$ cat src/rtl/instruction_fetch_unit.sv
// Instruction fetch front end: owns the PC, issues one imem read at a time,
// and registers the returned word with its address for decode.
//
// state   | meaning
// S_IDLE  | out of reset, first request issued on the next edge
// S_FETCH | imem_req high, imem_addr held until imem_rvalid
// S_HOLD  | instruction presented to decode, waiting for !stall or redirect
module instruction_fetch_unit #(
  parameter logic [31:0] RESET_PC = 32'h0000_0000
) (
  input  logic        clk,
  input  logic        reset,
  output logic        imem_req,
  output logic [31:0] imem_addr,
  input  logic        imem_rvalid,
  input  logic [31:0] imem_rdata,
  input  logic        stall,
  input  logic        pc_src,
  input  logic [31:0] pc_target,
  output logic        instr_valid,
  output logic [31:0] instruction,
  output logic [31:0] pc_out,
  output logic [31:0] pc_plus4
);

  typedef enum logic [1:0] {
    S_IDLE  = 2'd0,
    S_FETCH = 2'd1,
    S_HOLD  = 2'd2
  } state_t;

  state_t      state_q, state_d;
  logic [31:0] pc_q, pc_d;
  logic        req_q, req_d;
  logic [31:0] addr_q, addr_d;
  logic        valid_q, valid_d;
  logic [31:0] instr_q, instr_d;
  logic [31:0] pc_out_q, pc_out_d;
  logic [31:0] pc_plus4_q, pc_plus4_d;
  logic        drop_q, drop_d;
  logic [31:0] target_al;

  assign target_al = {pc_target[31:2], 2'b00};

  always_comb begin
    state_d    = state_q;
    pc_d       = pc_q;
    req_d      = req_q;
    addr_d     = addr_q;
    valid_d    = valid_q;
    instr_d    = instr_q;
    pc_out_d   = pc_out_q;
    pc_plus4_d = pc_plus4_q;
    drop_d     = drop_q;
    case (state_q)
      S_IDLE: begin
        req_d   = 1'b1;
        state_d = S_FETCH;
        if (pc_src) begin
          pc_d   = target_al;
          addr_d = target_al;
        end else begin
          addr_d = pc_q;
        end
      end
      S_FETCH: begin
        if (imem_rvalid) begin
          if (!drop_q && !pc_src) begin
            instr_d    = imem_rdata;
            pc_out_d   = addr_q;
            pc_plus4_d = addr_q + 32'd4;
            pc_d       = addr_q + 32'd4;
            valid_d    = 1'b1;
            req_d      = 1'b0;
            state_d    = S_HOLD;
          end else begin
            // Stale response: retire it and start the redirected fetch right away.
            drop_d = 1'b0;
            if (pc_src) begin
              pc_d   = target_al;
              addr_d = target_al;
            end else begin
              addr_d = pc_q;
            end
          end
        end else if (pc_src) begin
          drop_d = 1'b1;
          pc_d   = target_al;
        end
      end
      S_HOLD: begin
        if (pc_src) begin
          valid_d = 1'b0;
          pc_d    = target_al;
          req_d   = 1'b1;
          addr_d  = target_al;
          state_d = S_FETCH;
        end else if (!stall) begin
          valid_d = 1'b0;
          req_d   = 1'b1;
          addr_d  = pc_q;
          state_d = S_FETCH;
        end
      end
      default: state_d = S_IDLE;
    endcase
  end

  always_ff @(posedge clk) begin
    if (reset) begin
      state_q    <= S_IDLE;
      pc_q       <= RESET_PC;
      req_q      <= 1'b0;
      addr_q     <= 32'd0;
      valid_q    <= 1'b0;
      instr_q    <= 32'd0;
      pc_out_q   <= 32'd0;
      pc_plus4_q <= 32'd0;
      drop_q     <= 1'b0;
    end else begin
      state_q    <= state_d;
      pc_q       <= pc_d;
      req_q      <= req_d;
      addr_q     <= addr_d;
      valid_q    <= valid_d;
      instr_q    <= instr_d;
      pc_out_q   <= pc_out_d;
      pc_plus4_q <= pc_plus4_d;
      drop_q     <= drop_d;
    end
  end

  assign imem_req    = req_q;
  assign imem_addr   = addr_q;
  assign instr_valid = valid_q;
  assign instruction = instr_q;
  assign pc_out      = pc_out_q;
  assign pc_plus4    = pc_plus4_q;

endmodule

$ cat config.mk
export PLATFORM = sky130hd
export DESIGN_NAME = instruction_fetch_unit
export DESIGN_NICKNAME = d
export VERILOG_FILES = /design/src/rtl/instruction_fetch_unit.sv
export SDC_FILE = /design/constraint.sdc
export NUM_CORES = 1
export LEC_CHECK = 0
export ABC_CLOCK_PERIOD_IN_PS = 5900
export CAP_MARGIN = 40
export CORE_MARGIN = 2
export CORE_UTILIZATION = 51
export CTS_CLUSTER_DIAMETER = 50
export DETAILED_ROUTE_END_ITERATION = 8
export PLACE_DENSITY = 0.91
export SETUP_SLACK_MARGIN = 0.3
export SLEW_MARGIN = 0
export SYNTH_ARGS = -nofsm -noshare
export SYNTH_HDL_FRONTEND = slang
export SYNTH_SLANG_ARGS = --single-unit
$ cat constraint.sdc
create_clock -name clk -period 5.9 [get_ports clk]
set_clock_uncertainty 0.15 [all_clocks]
set_input_delay 1.18 -clock clk [delete_from_list [all_inputs] [get_ports clk]]
set_output_delay 1.18 -clock clk [all_outputs]
set_load 0.03 [all_outputs]
# Word level (Yosys, flattened, before mapping)

Cells that the tools add are included.

Add/sub/neg operators: 1
Multipliers: 0
Div/mod/pow operators: 0
Order comparisons: 0
Equality and inequality tests: 7
Shift-type cells: 0
Mux-type cells: 27
Bitwise gates (word level): 0
Reductions and logical operators: 15

Operators with widths:

| operator                                                               | count |
|---|---|
| 32-bit 2-to-1 mux                                                      | 7 |
| 32-bit case mux with 3 select lines                                    | 1 |
| 32-bit case mux with 2 select lines                                    | 1 |
| 32-bit by 3-bit adder with 32-bit output (second input constant)       | 1 |
| 4-bit AND reduction                                                    | 3 |
| 1-bit 2-to-1 mux                                                       | 11 |
| 3-bit AND reduction                                                    | 3 |
| 2-bit 2-to-1 mux                                                       | 4 |
| 2-bit != test (second input constant)                                  | 4 |
| 2-bit case mux with 3 select lines                                     | 1 |
| 2-bit nonzero test                                                     | 3 |
| 3-bit != test (second input constant)                                  | 1 |
| 1-bit case mux with 3 select lines                                     | 1 |
| 3-bit nonzero test                                                     | 1 |
| 2-bit by 1-bit equality test with 1-bit output (second input constant) | 1 |
| 2-bit equality test (second input constant)                            | 1 |
| 1-bit logical NOT                                                      | 2 |
| 2-bit logical NOT                                                      | 1 |
| 1-bit case mux with 2 select lines                                     | 1 |
| 2-bit OR reduction                                                     | 1 |
| 1-bit logical AND                                                      | 1 |

Bits in registers: 165
Bits in latches: 0
Memory bits (writable): 0
ROM bits: 0
Bits of input ports: 69
Memories kept: 0

# Logic depth before layout (Yosys ltp)

Gate-level depths: netlist of the first run.

Word-level depth: 5
Mapped depth: 8
Depth with buffers taken out: 6

# Worst setup path before layout of the first run

Ideal clock, no wire load.

Kind: input to register
Start point: input port pc_src
End point: register pc_plus4_q[20], in the netlist pc_plus4[20]
Setup time: 0.140 ns
Arrival: 2.507 ns
Required time: 5.610 ns
Path slack: 3.102 ns
Stages: 7
Path buffers: 4
Cells stage by stage: buf_2 > nand4bb_1 > clkbuf_1 > nor2_1 > buf_2 > buf_1 > a211oi_1

Longest elaborated chain between the ends: 3

Ends and longest elaborated chain:

| element                       | RTL line | text |
|---|---|---|
| start: declaration            | 18       | `input logic pc_src,` |
| 1-bit logical NOT             | 68       | `if (!drop_q && !pc_src) begin` |
| 1-bit logical AND             | 68       |  |
| 3-bit AND reduction (no line) | --       |  |
| end signal: assignment        | 128      | `pc_plus4_q <= pc_plus4_d;` |
| end: declaration              | 39       | `logic [31:0] pc_plus4_q, pc_plus4_d;` |

Every way passes these cells.
A chain may end at the register's enable or synchronous reset.

# Final worst setup path of the first run

Start point: input port pc_src
End point: register instr_q[16], in the netlist instruction[16]

Longest elaborated chain between the ends: 3

Ends and longest elaborated chain:

| element                       | RTL line | text |
|---|---|---|
| 1-bit logical NOT             | 68       |  |
| 1-bit logical AND             | 68       |  |
| 3-bit AND reduction (no line) | --       |  |
| end signal: assignment        | 126      | `instr_q <= instr_d;` |
| end: declaration              | 37       | `logic [31:0] instr_q, instr_d;` |

Every way passes these cells.

==> run metrics, run 1 <==
run status=finished, final reports clean; worst reg2reg path depth=6; Post-Synth XOR/XNOR Area=2.84%; Max Root-Sink Buffers=2; Routed WL=20000 microns; distinct cell type count after synthesis=54; area occupied by multi-input gates=0.00319 sq mm; Leak=roughly 3.3 nW; Hold Startpoint=pc_out[18]; internal power=2.06 mW; Worst Tran Pin Value=0.913 ns; post-CTS sizing=0; clk_lat worst skew=about 0.43 ns; Port Buffers=roughly 200; EDFF count, synth=0; num rows=42; core area=between 0.01 and 0.015 sq mm; fmax=about 0.27 GHz; post-DR wirelength/cell=17.5 microns; leading cell types by total area after synthesis=dfxtp_1, nand2_1, a21oi_1; Net Sw Frac=26.9%; total clock sinks=163; top cell type's share of synthesized area=between 40% and 50%; antenna violations before repair=0; VDD IR max=0.000209 V; DRC viols=0; Die ar.=~0.014 sq mm; Worst Hold Class=reg2reg; Critical Path Start=pc_src; CTS tree=yes; GP Congestion=0.839; Reg area=0.00326 sq mm; RSZ-0062 raised after global routing=no; fraction of synthesized area in multiplexers=5.09%; Final Util=71.6%; Period minus WS final=around 3.8 ns; FF-to-FF Start=state_q[0]; Post-CTS Setup Inserts=0; final setup vio count=0; Via density=about 5.7; cts hold-fix bufs=0; Area Overhead vs Synth=38.3%; H-tree Lvls=4; final hold violation count=0; pwr/cell area=301 mW/mm^2; DRT Pass-1 Iters=5; Yosys reg bits=~160; ratio of final minimum period to clock period=around 64%; Worst R2R End=instruction[16]; FFs w/ async S/R, synth=0%; clock root buffer=clkbuf_16; Worst slew margin=39.1%; Starting DRT DRC Count=546; sw power=0.761 mW; syn_area_per_cell=8.42 sq um; Reg clk slew, reported paths=0.06 ns; largest family of logic cells by synthesized area=simple AND/OR/NAND/NOR gates; Simple-Gate Fraction of Synth Area=19.9%; fin cells=1144; Netlist Area Pre-Place=about 0.0068 sq mm; Synth Flop Type=dfxtp_1; CTS buffer count=17; Fin Setup TNS=0 ns; Post-Syn Instances=805; CP arrival=3.89 ns; Synth Area in Adders=0.185%; Worst Slack Setup Final=2.14 ns; power share of the clock group=around two fifths; pre-CTS WS=around 1.8 ns; WS Path Type=in2reg; Setup crit end=instruction[16]; die height=119 microns; Vias=6518; Worst Path Required=roughly 6.0 ns; Gate power share=15.1%; first-pass GRT wire length=roughly 32000 microns; GR Util All Layers=28.5%; worst hold slack=0.303 ns; DP Cell Count=1112; Seq pwr share=43.5%; pin count of the biggest net entering global routing=just under 90; startpoint type of the worst setup path=input port; # IOs=about 200; reg2reg setup slack=between 2 and 3 ns; Pins Over Slew Limit=0; compound-gate portion of the synthesized area=approximately a fifth; Die X=119 microns; grt total ovfl=0; syn nets=875; Synth area leader=dfxtp_1; Max-Cap Viols=0; final antenna-violating net count=0; starting density of the core=between 50% and 60%; DP Wirelength=13000 microns; nets@finish=1025; CP endpoint kind=register; register area share after synthesis=around half; Filler Cell Count=just under 1000; synth warn=0; critical-path maximum fanout=48; vias in the first global route=6289; Ant. Diodes=0; share of layout cells above drive strength 1=6.20%
-- layout by cell type, fill, tap and decap left out, types with 6 or more instances in the layout --
master	count
clkdlybuf4s50_1	194
dfxtp_1	163
nand2_1	161
a21oi_1	99
nor2_1	65
a211oi_1	41
mux2i_1	30
o21ai_0	18
xnor2_1	18
clkbuf_16	17
nor3_1	16
nand3_1	12
nand4_1	10
o22ai_1	8
a32oi_1	7
buf_4	7
clkinvlp_4	6
-- critical path, stage by stage --
cell     delay (ns)
buf_2          0.29
buf_4          0.35
nor3_2         0.73
nand2_2        0.60
buf_4          0.47
nand2_1        0.14
a21oi_1        0.07
-- flip-flops by register name, summed over array words and instances (netlist names) --
signal       cells
pc_out          32
pc_plus4        30
state_q          2
pc_q            32
instr_valid      1
imem_req         1
instruction     32
drop_q           1
imem_addr       32
-- layer usage --
metal	track usage (%)	share of wire [%]	vias to the layer above
met2	49.1	50	297
met3	8.91	9.1	34
met4	10.1	1.7	0
met5	0	0	-
met1	33.3	39	3081
li1	-	-	3106
-- logic make-up after synthesis --
kind of cell    after synthesis
xor+xnor                     22
mux                          34
buf+inv                      79
simple gates                301
flops                       163
fa+ha+maj                     1
compound gates              205
-- per-stage QoR --
step | area [sq um] | power (mW)
finish | 9370 | 2.83
global route | 9370 | 2.92
CTS | 9370 | 2.83
detailed placement | 8750 | 1.67
global placement | 8710 | 1.66
floorplan | 6780 | 1.49
-- power by group through the flow --
| stage | Combinational (mW) | Clock, mW | Sequential [mW] |
|---|---|---|---|
| after floorplan | 0.175 | 0 | 1.31 |
| after CTS | 0.428 | 1.17 | 1.23 |
| after detailed placement | 0.423 | 0 | 1.25 |
| after global routing | 0.459 | 1.22 | 1.24 |
| after global placement | 0.411 | 0 | 1.25 |
| final | 0.427 | 1.17 | 1.23 |
-- final cells by class --
class / count / share of cell area, %
clock inverter: 13 / 1.96
clock buffer: 19 / 4.73
tap: 176 / 2.35
multi-input combinational: 563 / 34.1
sequential: 163 / 34.8
inverter: 6 / 0.240
timing repair buffer: 204 / 21.8
-- worst min-delay path by stage --
stage / cells past startpoint / endpoint / slack [ns]
finish: 2 / pc_out[18] / 0.30
global route: 2 / instruction[28] / 0.32
CTS: 2 / instruction[23] / 0.30
detailed placement: 2 / instruction[23] / 0.30
global placement: 2 / pc_q[4] / 0.29
floorplan: 2 / pc_q[4] / 0.28
-- Yosys cell counts, types with 2 or more instances --
cell         n
a211oi_1    41
a211oi_2     3
a21oi_1    100
a311oi_1     2
a31oi_1      5
a32oi_1      7
and2_1       3
and3_1       5
and4_1       3
buf_1        4
buf_2       13
buf_4        4
buf_6        2
clkbuf_1    50
dfxtp_1    163
inv_1        5
mux2_2       3
mux2i_1     30
nand2_1    162
nand2b_1     4
nand3_1     12
nand4_1     10
nor2_1      66
nor3_1      16
nor4_1       4
nor4_2       5
o21a_1       4
o21ai_0     18
o221ai_1     4
o22ai_1      8
o2bb2ai_1    2
o31a_1       3
o31ai_1      2
or2_1        2
xnor2_1     18
xor2_1       4
Note: power is estimated with default switching activity, not from simulation.
==> inputs of run 2 (changes only) <==
ABC_CLOCK_PERIOD_IN_PS = 3100   (was 5900)
CORE_UTILIZATION = 43   (was 51)
PLACE_DENSITY = 0.83   (was 0.91)
clock period = 3.1 ns   (was 5.9 ns; I/O delays follow)
==> run metrics, run 2 (synthesis gave the netlist of run 1 again) <==
run status=finished, final reports clean; reg2reg setup slack=0.69 ns (-2.23 ns); final setup vio count=0 (unchanged); CP max stage delay=0.79 ns (+0.06 ns); Max-Cap Viols=0 (unchanged); Net Sw Frac=27.8% (+0.85 points); Hold Startpoint=reset; post-route cell area=0.00953 sq mm (+1.7%); Worst R2R End=pc_plus4[31]; pwr/cell area=562 mW/mm^2 (+87%); DRT Pass-1 Iters=7 (+2); Worst Hold Path EP=pc_plus4[31]; internal power=3.87 mW (+88%); Worst Tran Pin Value=0.843 ns (-0.0697 ns); grt met1 use=29.0% (-4.3 points); FF-to-FF Start=imem_addr[2]; die height=130 microns (+8.6%); vias in the first global route=6375 (+1.4%); Vias=6464 (-0.83%); Filler Cell Count=1319 (+36%); clock root buffer=clkbuf_16; Fin Setup TNS=0 ns (unchanged); pin count of the biggest net entering global routing=58 (-34%); Via density=5.41 (-5.1%); GR Util met2=40.9% (-8.2 points); GR Util All Layers=24.2% (-4.3 points); final hold violation count=0 (unchanged); CTS tree=yes; CP endpoint kind=primary output; core area=0.0153 sq mm (+17%); most used routing layer in global routing=met2; DRC viols=0 (unchanged); critical-path maximum fanout=10 (-79%); num rows=45 (+7.1%); Post-DP Area=0.00892 sq mm (+1.9%); WS Path Type=reg2out; RSZ-0062 raised after global routing=no; total clock sinks=163 (unchanged); most common cell after layout, fill and taps aside=clkdlybuf4s50_1; Worst slew margin=43.4% (+4.3 points); most frequent cells in the layout=clkdlybuf4s50_1, dfxtp_1, nand2_1; clk_lat worst skew=0.43 ns (about the same); Period minus WS final=2.64 ns; # IOs=199 (unchanged); Routed WL=20300 microns (+1.2%); Max Root-Sink Buffers=2 (unchanged); fmax=0.379 GHz; sw power=1.49 mW (+96%); Gate power share=15.6% (+0.5 points); Reg clk slew, reported paths=0.06 ns (about the same); antenna violations before repair=0 (unchanged); H-tree Lvls=4 (unchanged); CTS buffer count=17 (unchanged); Seq pwr share=43.5% (about the same); Post-CTS Setup Inserts=0 (unchanged); grt total ovfl=0 (unchanged); DP Wirelength=13600 microns (+4.2%); Leak=3.34 nW (+2.6%); Worst Path Required=2.33 ns (-3.70 ns); nets@finish=1041 (+1.6%); CP arrival=1.87 ns (-2.02 ns); share of layout cells above drive strength 1=7.83% (+1.6 points); starting density of the core=44.3% (-7.5 points); ratio of final minimum period to clock period=85.1%; VDD IR max=0.000447 V (+110%); first-pass GRT wire length=31900 microns (-0.82%); power share of the clock group=40.9% (-0.4 points); cts hold-fix bufs=0 (unchanged); M3 GR Usage=7.06% (-1.8 points); Port Buffers=196 (unchanged); CP top delay family=buffers and inverters; final antenna-violating net count=0 (unchanged); startpoint type of the worst setup path=register; hold depth=2 (unchanged); Die ar.=0.0168 sq mm (+18%); Pins Over Slew Limit=0 (unchanged); Area Overhead vs Synth=40.6%; crit-path cells=clkdlybuf4s50_1; worst reg2reg path depth=5 (-1); GP Congestion=0.795 (-5.3%); Die X=130 microns (+8.6%); post-DR wirelength/cell=17.0 microns (-3.1%); post-CTS sizing=0 (unchanged); Crit-path slowest cell=clkdlybuf4s50_1; Worst Hold Class=in2reg; Ant. Diodes=0 (unchanged); Starting DRT DRC Count=437 (-20%); Worst Path Buf+Inv=1 (-2)
==> run 2: how the worst max path moves through the flow <==
stage	startpoint	end	slack, ns	depth (start not counted)
floorplan	imem_addr[5]	pc_plus4[31]	0.81	7
global placement	imem_rvalid	pc_q[21]	0.56	7
detailed placement	imem_rvalid	pc_q[17]	0.51	7
CTS	imem_addr[9]	imem_addr[9]	0.47	1
global route	imem_addr[9]	imem_addr[9]	0.42	1
finish	imem_addr[9]	imem_addr[9]	0.46	1
==> run 2: per-layer routing <==
metal / vias up / part of all wire, % / wire length [microns]
li1: 3142 / - / -
met1: 3047 / 42 / 8500
met2: 230 / 49 / 9860
met3: 45 / 7.1 / 1450
met4: 0 / 2.3 / 459
met5: - / 0 / 0
==> run 2: power groups by stage <==
stage,Combinational (mW),Clock (mW),Sequential (mW)
floorplan,0.333,0,2.49
global placement,0.817,0,2.37
detailed placement,0.830,0,2.37
CTS,0.838,2.23,2.33
global route,0.894,2.32,2.35
finish,0.836,2.20,2.33
==> run 2: through the flow <==
step / setup WS, ns / instances / power [mW] / util (%) / hold WS (ns)
after global routing: 0.423 / 1195 / 5.56 / 62.3 / 0.256
after floorplan: 0.811 / 805 / 2.83 / - / 0.281
after detailed placement: 0.509 / 1163 / 3.20 / 58.2 / 0.296
after global placement: 0.559 / 1163 / 3.19 / 58.2 / 0.290
final: 0.463 / 1195 / 5.36 / 62.3 / 0.258
after CTS: 0.473 / 1195 / 5.39 / 62.3 / 0.245
==> run 2: layout make-up <==
class | instances | area [sq um] | area share [%]
flip-flops and latches | 163 | 3260 | 34.2
multi-input cells | 563 | 3190 | 33.5
repair buffers | 220 | 2170 | 22.8
clock buffers | 18 | 439 | 4.61
well taps | 211 | 264 | 2.77
clock inverters | 14 | 179 | 1.88
inverters | 6 | 22.5 | 0.236
